**src/rtl/serializador_tx.sv**
```systemverilog
// serializador_tx: byte-to-serial transmitter, MSB first, with a COM_CHAR sync preamble before ACTIVE.
// Optional macro SERIAL_PARITY_EN appends an even-parity bit to every frame (9-bit frames).
module serializador_tx #(
    parameter logic [7:0]  COM_CHAR   = 8'hBC,
    parameter logic [7:0]  IDLE_CHAR  = 8'h7C,
    parameter int unsigned SYNC_COUNT = 4
) (
    input  logic       clk_8f,
    input  logic       reset,
    input  logic [7:0] data_in,
    input  logic       valid_in,
    output logic       data_out,
    output logic       ready_out,
    output logic       active
);

`ifdef SERIAL_PARITY_EN
    localparam int unsigned FRAME_LEN = 9;
`else
    localparam int unsigned FRAME_LEN = 8;
`endif
    localparam int unsigned    CNT_W    = 4;
    localparam logic [CNT_W-1:0] LAST_BIT = CNT_W'(FRAME_LEN - 1);
    localparam logic [CNT_W-1:0] SYNC_LIM = CNT_W'(SYNC_COUNT);

    typedef enum logic {
        ST_SYNC   = 1'b0,
        ST_ACTIVE = 1'b1
    } state_t;

    state_t           r_state;
    logic [CNT_W-1:0] r_bit_cnt;
    logic [CNT_W-1:0] r_sync_cnt;
    logic [7:0]       r_shift;
    logic             r_data_out;
    logic             r_ready;
    logic             r_active;

    state_t           w_state_nxt;
    logic [CNT_W-1:0] w_bit_cnt_nxt;
    logic [CNT_W-1:0] w_sync_cnt_nxt;
    logic [7:0]       w_shift_nxt;
    logic             w_data_out_nxt;
    logic             w_ready_nxt;
    logic [7:0]       w_byte;

`ifdef SERIAL_PARITY_EN
    logic r_parity;
    logic w_parity_nxt;
`endif

    // State and output registers; synchronous active-low reset aborts any frame in progress.
    always_ff @(posedge clk_8f) begin
        if (!reset) begin
            r_state    <= ST_SYNC;
            r_bit_cnt  <= '0;
            r_sync_cnt <= '0;
            r_shift    <= '0;
            r_data_out <= 1'b0;
            r_ready    <= 1'b0;
            r_active   <= 1'b0;
`ifdef SERIAL_PARITY_EN
            r_parity   <= 1'b0;
`endif
        end else begin
            r_state    <= w_state_nxt;
            r_bit_cnt  <= w_bit_cnt_nxt;
            r_sync_cnt <= w_sync_cnt_nxt;
            r_shift    <= w_shift_nxt;
            r_data_out <= w_data_out_nxt;
            r_ready    <= w_ready_nxt;
            r_active   <= (w_state_nxt == ST_ACTIVE);
`ifdef SERIAL_PARITY_EN
            r_parity   <= w_parity_nxt;
`endif
        end
    end

    // Next-state: byte selection on frame start, shifting on every other edge.
    always_comb begin
        w_state_nxt    = r_state;
        w_bit_cnt_nxt  = r_bit_cnt;
        w_sync_cnt_nxt = r_sync_cnt;
        w_shift_nxt    = r_shift;
        w_data_out_nxt = r_data_out;
        w_ready_nxt    = 1'b0;
        w_byte         = IDLE_CHAR;
`ifdef SERIAL_PARITY_EN
        w_parity_nxt   = r_parity;
`endif

        if (r_bit_cnt == '0) begin
            if ((r_state == ST_SYNC) && (r_sync_cnt < SYNC_LIM)) begin
                w_byte         = COM_CHAR;
                w_sync_cnt_nxt = r_sync_cnt + CNT_W'(1);
            end else begin
                // Preamble done: this frame start already follows ACTIVE byte selection.
                w_state_nxt = ST_ACTIVE;
                if (valid_in) begin
                    w_byte      = data_in;
                    w_ready_nxt = 1'b1;
                end
            end
            w_data_out_nxt = w_byte[7];
            w_shift_nxt    = {w_byte[6:0], 1'b0};
            w_bit_cnt_nxt  = CNT_W'(1);
`ifdef SERIAL_PARITY_EN
            w_parity_nxt   = ^w_byte;
`endif
        end else begin
`ifdef SERIAL_PARITY_EN
            w_data_out_nxt = (r_bit_cnt == LAST_BIT) ? r_parity : r_shift[7];
`else
            w_data_out_nxt = r_shift[7];
`endif
            w_shift_nxt    = {r_shift[6:0], 1'b0};
            w_bit_cnt_nxt  = (r_bit_cnt == LAST_BIT) ? '0 : r_bit_cnt + CNT_W'(1);
        end
    end

    assign data_out  = r_data_out;
    assign ready_out = r_ready;
    assign active    = r_active;

endmodule

```
**config.mk**
```make
export PLATFORM = sky130hd
export DESIGN_NAME = serializador_tx
export DESIGN_NICKNAME = d
export VERILOG_FILES = /design/src/rtl/serializador_tx.sv
export SDC_FILE = /design/constraint.sdc
export NUM_CORES = 1
export LEC_CHECK = 0
export ABC_AREA = 1
export CORE_MARGIN = 3
export CORE_UTILIZATION = 35
export DETAILED_ROUTE_END_ITERATION = 12
export GPL_TIMING_DRIVEN = 0
export PLACE_DENSITY = 0.61
export SETUP_SLACK_MARGIN = 0.2
export SLEW_MARGIN = 40
export SYNTH_ARGS = -nofsm -noshare
export SYNTH_HDL_FRONTEND = slang
export SYNTH_SLANG_ARGS = --single-unit
```
**constraint.sdc**
```tcl
create_clock -name clk_8f -period 1.6 [get_ports clk_8f]
set_input_delay 0.48 -clock clk_8f [delete_from_list [all_inputs] [get_ports clk_8f]]
set_output_delay 0.48 -clock clk_8f [all_outputs]
set_load 0.02 [all_outputs]
```
==> results_dict.tcl, run 1 <==
set metrics [dict create \
    crit_chain "clkdlybuf4s15_1" \
    required_ns 1.12 \
    crit_slowest_cell "dfxtp_1" \
    drcViolationCount 0 \
    crit_arrival_ns 0.88 \
    cp-start-kind "register" \
    hold_path_class "register to register" \
    grt_max_degree 11 \
    dr.pass1.iters 4 \
    wire_per_inst_um 9.11 \
    ys_seq_area_share_pct 48.2 \
    cts-root-buf "clkbuf_4" \
    gp_congestion 0.760 \
    grt_pass1_wl_um 2300 \
    fin_area_um2 936 \
    setup_tns_ns 0 \
    outcome "finished clean" \
    p_switching_mw 0.228 \
    overflow 0 \
    clock-sinks 18 \
    hold_ws_ns 0.431 \
    die_area_um2 2720 \
    mostFrequentLayoutCell "nand2_1" \
    cp_max_fo 1 \
    yosysWarnings 0 \
    final-setup-viol-count 0 \
    grt_pass1_vias 602 \
    fmax_mhz 735 \
    min_period_ns 1.36 \
    relSlewSlack_pct 79.6 \
    reg2reg_from "r_bit_cnt[0]$_SDFF_PN0_" \
    hold_viol 0 \
    layout_common_cells "20 x nand2_1, 18 x dfxtp_1, 15 x nor2_1" \
    wl_um 1280 \
    sw_frac_of_total_pct 26.2 \
    area_growth_pct 25.3 \
    report.final.slew_viol_count 0 \
    drive_gt1_share_pct 13.3 \
    numCtsBuffers 3 \
    critical-path-top-delay-family "flip-flops" \
    syn-num-nets 110 \
    crit_path_max_incr_delay_ns 0.31 \
    detailed_place_hpwl_um 1010 \
    cap_viol_max_count 0 \
    clkLatencyLatePin_ns 0.28 \
    cts_max_level 1 \
    p_leak_nw 0.403 \
    syn_area_per_cell_um2 7.78 \
    cts_tree "yes" \
    rows 16 \
    combPwrFrac_pct 18.7 \
    min_from "r_sync_cnt[3]$_SDFFE_PN0P_" \
    peakVddDrop_mv 0.495 \
    internal_power_mw 0.642 \
    drt-initial-drc-count 2 \
    place_area_um2 911 \
    cp-end-kind "primary output" \
    fp.dieH_um 52.2 \
    core_area_um2 1980 \
    rsz0062_at_grt "false" \
    ys_seq_elements 18 \
    antenna_found_initial 0 \
    crit_type "register to primary output" \
    portBuffers 13 \
    vias 620 \
    postRouteAntennaNets 0 \
    finalNetCount 129 \
    n_antenna_cell 0 \
    fillerInstances 201 \
    die_x_um 52.2 \
    io_pins 14 \
    power_density_nw_per_um2 929 \
    syn_inst 96 \
    fin_crit_sh_pct 85.1 \
    clock_path_buffers 2 \
    via_per_inst 4.43 \
    synth_area_um2 747 \
    share_seq_of_total_power_pct 56.9 \
    crit_start "ready_out$_SDFF_PP0_" \
    start_util_pct 37.7 \
    finClkSkew_ns 0.00257 \
    track_usage_pct 11.6 \
    crit_buf_inv 1 \
    worst_slew_pin_slew_ns 0.305 \
    synth_cell_types 16 \
    cts.clk_slew.worst_paths_ns 0.09 \
    clkPwrFrac_pct 24.4 \
]
==> cell families after synthesis <==
kind of cell	count (synthesis)	share of synthesized area (%)
simple gates	50	30.8
flops	18	48.2
fa+ha+maj	3	5.03
buf+inv	12	6.20
xor+xnor	2	2.35
compound gates	11	7.37
==> worst paths after layout <==
kind | to | slack [ns] | cells after the start
worst max-delay path | ready_out | 0.24 | 1
worst min-delay path | r_sync_cnt[3]$_SDFFE_PN0P_ | 0.43 | 2
worst max register to register | r_shift[6]$_SDFF_PN0_ | 0.34 | 7
worst min register to register | r_sync_cnt[3]$_SDFFE_PN0P_ | 0.43 | 2
==> timing repair <==
| item | in CTS | in global routing |
|---|---|---|
| hold buffers | 0 | 0 |
| gates resized for setup | 6 | 4 |
| hold endpoints to repair | 0 | 0 |
| endpoints found under the setup margin | 3 | 7 |
| setup buffers | 0 | 1 |
==> power by group through the flow <==
stage | Combinational [mW] | Sequential (mW) | Clock, mW
2_1_floorplan | 0.102 | 0.507 | 0
3_3_place_gp | 0.158 | 0.504 | 0
3_5_place_dp | 0.162 | 0.505 | 0
4_1_cts | 0.160 | 0.495 | 0.223
5_1_grt | 0.187 | 0.500 | 0.245
6_report | 0.163 | 0.495 | 0.212
==> per-layer routing <==
layer  share of wire (%)  routed length, µm  vias to the layer above  global-route usage, %
met5                   0                  0                        -                      0
li1                    -                  -                      337                      -
met1                  46                584                      266                   12.7
met4                 2.2                 28                        0                   6.38
met3                 5.5                 70                        4                   3.42
met2                  46                592                       13                   20.1
==> metrics by stage <==
step | utilization, % | std cells | setup slack, ns | power [mW]
after detailed placement | 46.0 | 136 | -0.0533 | 0.667
final | 47.2 | 140 | 0.239 | 0.869
after floorplan | - | 96 | 0.449 | 0.609
after global placement | 46.0 | 136 | -0.0412 | 0.662
after global routing | 47.2 | 140 | 0.200 | 0.932
after CTS | 47.1 | 139 | 0.187 | 0.878
==> flip-flops by register name (all words and copies together) (netlist names) <==
signal      count
r_shift         7
active          1
data_out        1
r_sync_cnt      4
ready_out       1
r_bit_cnt       4
==> cells in the mapped netlist (all sizes together) <==
master	count	share of area, %
or2	2	1.7
nand3	7	4.7
o21ai	5	3.3
xnor2	1	1.2
ha	3	5.0
dfxtp	18	48
nor2	18	11
inv	11	5.5
nand2	22	12
xor2	1	1.2
a21oi	6	4.0
nor3b	1	1.0
buf	1	0.67
==> area by class of cell <==
type / count / area (µm²) / area share (%)
multi-input combinational: 66 / 345 / 36.9
tap: 27 / 33.8 / 3.61
buffer: 1 / 5.00 / 0.535
sequential: 18 / 360 / 38.5
clock buffer: 3 / 22.5 / 2.41
timing repair buffer: 14 / 128 / 13.6
inverter: 11 / 41.3 / 4.41
No activity file was read; power rests on OpenSTA's default activity.
==> inputs of run 2 (changes only) <==
--- a/config.mk
+++ b/config.mk
@@ -10,8 +10,7 @@
 export CORE_UTILIZATION = 35
 export DETAILED_ROUTE_END_ITERATION = 12
 export GPL_TIMING_DRIVEN = 0
-export PLACE_DENSITY = 0.61
-export SETUP_SLACK_MARGIN = 0.2
+export PLACE_DENSITY = 0.6
 export SLEW_MARGIN = 40
 export SYNTH_ARGS = -nofsm -noshare
 export SYNTH_HDL_FRONTEND = slang
==> run 2 against run 1 <==
Net effect: clock skew is 0.0032 ns higher; routed wire length fell by 0.55%; register-to-register slack worse by 0.06 ns; count of clock-buffer cells in the layout is 1 higher; setup slack lost 0.084 ns; critical path type unchanged; critical endpoint is now active; largest cell class unchanged; highest routed layer unchanged.
==> results_dict.tcl, run 2 (same netlist as run 1, synthesis figures left out) <==
set metrics [dict create \
    fp.dieH_um 52.2 \
    detailed_place_hpwl_um 987 \
    internal_power_mw 0.689 \
    critical-path-top-delay-family "flip-flops" \
    clkLatencyLatePin_ns 0.29 \
    grt_pass1_wl_um 2110 \
    crit_chain "dlygate4sd2_1" \
    hold_viol 0 \
    track_usage_pct 10.9 \
    report.final.slew_viol_count 0 \
    reg_top3 "r_shift (7), r_bit_cnt (4), r_sync_cnt (4)" \
    postRouteAntennaNets 0 \
    fmax_mhz 692 \
    required_ns 1.12 \
    cts.clk_slew.worst_paths_ns 0.10 \
    gp_congestion 0.772 \
    crit_buf_inv 1 \
    worst_slew_pin_slew_ns 0.294 \
    cts-root-buf "clkbuf_4" \
    antenna_found_initial 0 \
    wire_per_inst_um 9.06 \
    cp-start-kind "register" \
    combPwrFrac_pct 17.0 \
    core_area_um2 1980 \
    grt_pass1_vias 547 \
    mostFrequentLayoutCell "nand2_1" \
    fin_util_pct 47.6 \
    crit_path_max_incr_delay_ns 0.34 \
    die_x_um 52.2 \
    reg2reg_setup_slack_ns 0.28 \
    largest_reg_flops 7 \
    die_area_um2 2720 \
    fin_crit_sh_pct 90.3 \
    start_util_pct 37.7 \
    timing.rr.end "r_shift[5]$_SDFF_PN0_" \
    outcome "finished clean" \
    wl_um 1270 \
    grt_max_degree 11 \
    area_growth_pct 26.3 \
    cap_viol_max_count 0 \
    ctsHoldBuffers 0 \
    cts_tree "yes" \
    io_pins 14 \
    portBuffers 13 \
    crit_cells 1 \
    drive_gt1_share_pct 9.73 \
    hold_ws_ns 0.436 \
    cp-end-kind "primary output" \
    numCtsBuffers 3 \
    clock_path_buffers 2 \
    reg2reg_from "r_bit_cnt[0]$_SDFF_PN0_" \
    p_leak_nw 0.416 \
    min_period_ns 1.44 \
    peakVddDrop_mv 0.702 \
    cp_max_fo 2 \
    crit_slowest_cell "dfxtp_1" \
    clock-sinks 18 \
    crit_arrival_ns 0.96 \
    setup_tns_ns 0 \
    regMostFlops "r_shift" \
    vias 616 \
    rows 16 \
    crit_type "register to primary output" \
    power_density_nw_per_um2 978 \
    crit_start "active$_SDFFE_PN0P_" \
    reg2reg_depth 7 \
    dr.pass1.iters 5 \
    cp-endpoint "active" \
    drt-initial-drc-count 2 \
    share_seq_of_total_power_pct 53.5 \
    via_per_inst 4.40 \
    final-setup-viol-count 0 \
    p_switching_mw 0.234 \
    dp_slack_ns -0.0435 \
    finClkSkew_ns 0.00579 \
    overflow 0 \
    rsz0062_at_grt "false" \
    place_area_um2 911 \
    relSlewSlack_pct 80.3 \
    drcViolationCount 0 \
    cts_max_level 1 \
    hold_path_class "register to register" \
    setup_ws_ns 0.155 \
    clkPwrFrac_pct 29.5 \
    sw_frac_of_total_pct 25.4 \
    layout_common_cells "21 x nand2_1, 18 x dfxtp_1, 15 x nor2_1" \
    n_antenna_cell 0 \
    finalNetCount 128 \
    fin_area_um2 943 \
]
==> run 2: routing by layer <==
| layer | track usage, % | part of all wire (%) | wire, µm | vias to the layer above |
|---|---|---|---|---|
| li1 | - | - | - | 335 |
| met1 | 10.8 | 45 | 568 | 262 |
| met2 | 19.0 | 48 | 614 | 16 |
| met3 | 1.71 | 4.3 | 54 | 3 |
| met4 | 10.2 | 2.6 | 33 | 0 |
| met5 | 0 | 0 | 0 | - |
==> run 2: how the worst min path moves through the flow <==
stage,end,from,cells after the start
after floorplan,r_sync_cnt[3]$_SDFFE_PN0P_,r_sync_cnt[3]$_SDFFE_PN0P_,2
after global placement,r_sync_cnt[3]$_SDFFE_PN0P_,r_sync_cnt[3]$_SDFFE_PN0P_,2
after detailed placement,r_sync_cnt[3]$_SDFFE_PN0P_,r_sync_cnt[3]$_SDFFE_PN0P_,2
after CTS,r_sync_cnt[3]$_SDFFE_PN0P_,r_sync_cnt[3]$_SDFFE_PN0P_,2
after global routing,r_sync_cnt[3]$_SDFFE_PN0P_,r_sync_cnt[3]$_SDFFE_PN0P_,2
final,r_sync_cnt[3]$_SDFFE_PN0P_,r_sync_cnt[3]$_SDFFE_PN0P_,2
==> run 2: through the flow <==
stage               power, mW  cells
floorplan               0.609     96
global placement        0.662    136
detailed placement      0.667    136
CTS                     0.937    140
global route            0.986    140
finish                  0.923    140
==> run 2: power groups by stage <==
| stage | registers [mW] | logic, mW | clock network, mW |
|---|---|---|---|
| after global placement | 0.504 | 0.158 | 0 |
| after detailed placement | 0.504 | 0.162 | 0 |
| after floorplan | 0.507 | 0.102 | 0 |
| after global routing | 0.498 | 0.179 | 0.309 |
| final | 0.494 | 0.157 | 0.272 |
| after CTS | 0.494 | 0.159 | 0.284 |
==> run 2: timing repair <==
action | 4_1_cts | 5_1_grt
setup endpoints to repair | 3 | 0
buffers inserted | 0 | 0
resized for setup | 3 | 0
==> run 2: layout make-up <==
type | count | area, µm²
tap | 27 | 33.8
timing repair buffer | 13 | 126
buffer | 1 | 5.00
clock buffer | 4 | 36.3
inverter | 11 | 41.3
sequential | 18 | 360
multi-input combinational | 66 | 340
fill | 217 | 1040
==> inputs of run 3 (changes only) <==
--- a/config.mk
+++ b/config.mk
@@ -8,9 +8,10 @@
 export ABC_AREA = 1
 export CORE_MARGIN = 3
 export CORE_UTILIZATION = 35
+export CTS_BUF_LIST = sky130_fd_sc_hd__clkbuf_4
 export DETAILED_ROUTE_END_ITERATION = 12
 export GPL_TIMING_DRIVEN = 0
-export PLACE_DENSITY = 0.6
+export PLACE_DENSITY = 0.63
 export SLEW_MARGIN = 40
 export SYNTH_ARGS = -nofsm -noshare
 export SYNTH_HDL_FRONTEND = slang
==> constraint.sdc (replaced) <==
create_clock -name clk_8f -period 1.2 [get_ports clk_8f]
set_input_delay 0.36 -clock clk_8f [delete_from_list [all_inputs] [get_ports clk_8f]]
set_output_delay 0.36 -clock clk_8f [all_outputs]
set_load 0.02 [all_outputs]
==> run 3 against run 2 <==
Net effect: non-clock buffer count up 4; combinational power grew 76%; die area stayed put; utilization increased by 4.1 points; critical endpoint is now r_shift[4]$_SDFF_PN0_.
==> results_dict.tcl, run 3 (same netlist as run 1, synthesis figures left out) <==
set metrics [dict create \
    drcViolationCount 0 \
    grt_pass1_vias 607 \
    hold_ws_ns 0.433 \
    fin_util_pct 51.7 \
    hold_path_class "register to register" \
    fillerInstances 198 \
    grt_max_degree 11 \
    crit_path_frequent_cell "nand2_4" \
    grt_pass1_wl_um 2610 \
    mostFrequentLayoutCell "nand2_1" \
    largest_reg_flops 7 \
    p_leak_nw 0.434 \
    regMostFlops "r_shift" \
    reg2reg_depth 7 \
    fin_crit_sh_pct 96.1 \
    crit_type "register to register" \
    area_growth_pct 37.2 \
    start_util_pct 37.7 \
    portBuffers 13 \
    crit_arrival_ns 1.40 \
    hold_viol 0 \
    cts.clk_slew.worst_paths_ns 0.11 \
    wire_per_inst_um 10.3 \
    core_area_um2 1980 \
    grtUsageMet3_pct 5.98 \
    rsz0062_at_grt "true" \
    grt_use_met2_pct 20.9 \
    relSlewSlack_pct 80.4 \
    reg_top3 "r_shift (7), r_bit_cnt (4), r_sync_cnt (4)" \
    required_ns 1.44 \
    timing.rr.end "r_shift[4]$_SDFF_PN0_" \
    layout_common_cells "17 x nand2_1, 16 x dfxtp_1, 15 x nor2_1" \
    min_from "r_sync_cnt[3]$_SDFFE_PN0P_" \
    fin_area_um2 1020 \
    drt-initial-drc-count 8 \
    met1_usage_pct 16.0 \
    outcome "finished clean" \
    clkLatencyLatePin_ns 0.30 \
    fp.dieH_um 52.2 \
    antenna_found_initial 0 \
    place_area_um2 911 \
    reg2reg_from "r_bit_cnt[0]$_SDFF_PN0_" \
    die_area_um2 2720 \
    top_usage_layer "met2" \
    min_period_ns 1.15 \
    postRouteAntennaNets 0 \
    cp_max_fo 5 \
    gp_congestion 0.746 \
    numCtsBuffers 3 \
    hold_path_end "r_sync_cnt[3]$_SDFFE_PN0P_" \
    ctsHoldBuffers 0 \
    detailed_place_hpwl_um 1020 \
    cp-start-kind "register" \
    peakVddDrop_mv 0.759 \
    die_x_um 52.2 \
    setup_ws_ns 0.0471 \
    cts_max_level 1 \
    cts-root-buf "clkbuf_4" \
    drive_gt1_share_pct 25.6 \
    dr.pass1.iters 4 \
    reg2reg_setup_slack_ns 0.05 \
    wl_um 1480 \
    final-setup-viol-count 0 \
    worst_slew_pin_slew_ns 0.293 \
    clock-sinks 18 \
    overflow 0 \
    io_pins 14 \
    cp-end-kind "register" \
    crit_slowest_cell "dfxtp_2" \
    fin_total_pwr_mw 1.25 \
    holdPathStages 2 \
    vias 648 \
    cts_tree "yes" \
    fmax_mhz 867 \
    via_per_inst 4.50 \
    finClkSkew_ns 0.00746 \
    n_antenna_cell 0 \
    crit_path_max_incr_delay_ns 0.34 \
    report.final.slew_viol_count 0 \
    cap_viol_max_count 0 \
    finalNetCount 132 \
    dp_slack_ns -0.342 \
    clock_path_buffers 2 \
    rows 16 \
    power_density_nw_per_um2 1220 \
    track_usage_pct 13.0 \
    crit_chain "inv_2, ha_4, nand2_4, nor2_4, buf_6, nand2_4, a21oi_2" \
]
-- run 3: changes by cell type in the layout (fill, tap and decap cells not counted), sizes merged --
| cell | previous run | this run |
|---|---|---|
| buf | 1 | 7 |
| clkinv | 0 | 1 |
| dlygate4sd2 | 3 | 1 |
| clkdlybuf4s50 | 10 | 9 |
-- run 3: worst max path at each step --
stage / startpoint / end / slack [ns] / cells past startpoint
after floorplan: r_bit_cnt[0]$_SDFF_PN0_ / r_shift[5]$_SDFF_PN0_ / 0.05 / 7
after global placement: valid_in / r_shift[5]$_SDFF_PN0_ / -0.33 / 5
after global routing: r_bit_cnt[0]$_SDFF_PN0_ / r_sync_cnt[1]$_SDFFE_PN0P_ / -0.04 / 8
final: r_bit_cnt[0]$_SDFF_PN0_ / r_shift[4]$_SDFF_PN0_ / 0.05 / 7
after detailed placement: valid_in / r_shift[5]$_SDFF_PN0_ / -0.34 / 5
after CTS: r_bit_cnt[1]$_SDFF_PP0_ / r_shift[5]$_SDFF_PN0_ / 0.01 / 7
-- run 3: report_power, final --
group	switching (mW)	internal [mW]	total, mW
logic	0.145	0.131	0.276
clock network	0.192	0.121	0.313
registers	0.0199	0.641	0.661
total	0.357	0.893	1.25
-- run 3: stage by stage --
stage | std cells | TNS [ns]
2_1_floorplan | 96 | 0
3_3_place_gp | 136 | -2.85
3_5_place_dp | 136 | -3.23
4_1_cts | 143 | 0
5_1_grt | 144 | -0.172
6_report | 144 | 0
-- run 3: metal layers --
layer | part of all wire (%) | wire, µm | vias to the layer above
met4 | 0.81 | 12 | 0
li1 | - | - | 341
met1 | 44 | 655 | 294
met5 | 0 | 0 | -
met2 | 50 | 734 | 11
met3 | 5.1 | 75 | 2
-- run 3: critical path, delay by kind of cell, from the launching register on --
kind / cells / cell delay (ns)
compound gates: 1 / 0.12
simple gates: 3 / 0.26
fa+ha+maj: 1 / 0.15
buf+inv: 2 / 0.23
flops: 1 / 0.34
-- run 3: repair_timing --
| item | 4_1_cts | 5_1_grt |
|---|---|---|
| gates cloned | 0 | 0 |
| pin swaps | 2 | 9 |
| buffers inserted | 4 | 1 |
| endpoints found under the setup margin | 9 | 9 |
| resized for setup | 21 | 14 |
| hold endpoints to repair | 0 | 0 |
-- run 3: area by class of cell --
class	instances	area, µm²	share of cell area (%)
inverters	11	41.3	4.03
repair buffers	17	150	14.7
clock buffers	3	22.5	2.20
multi-input cells	66	403	39.3
flip-flops and latches	18	363	35.4
plain buffers	1	7.51	0.733
well taps	27	33.8	3.30
clock inverters	1	3.75	0.366
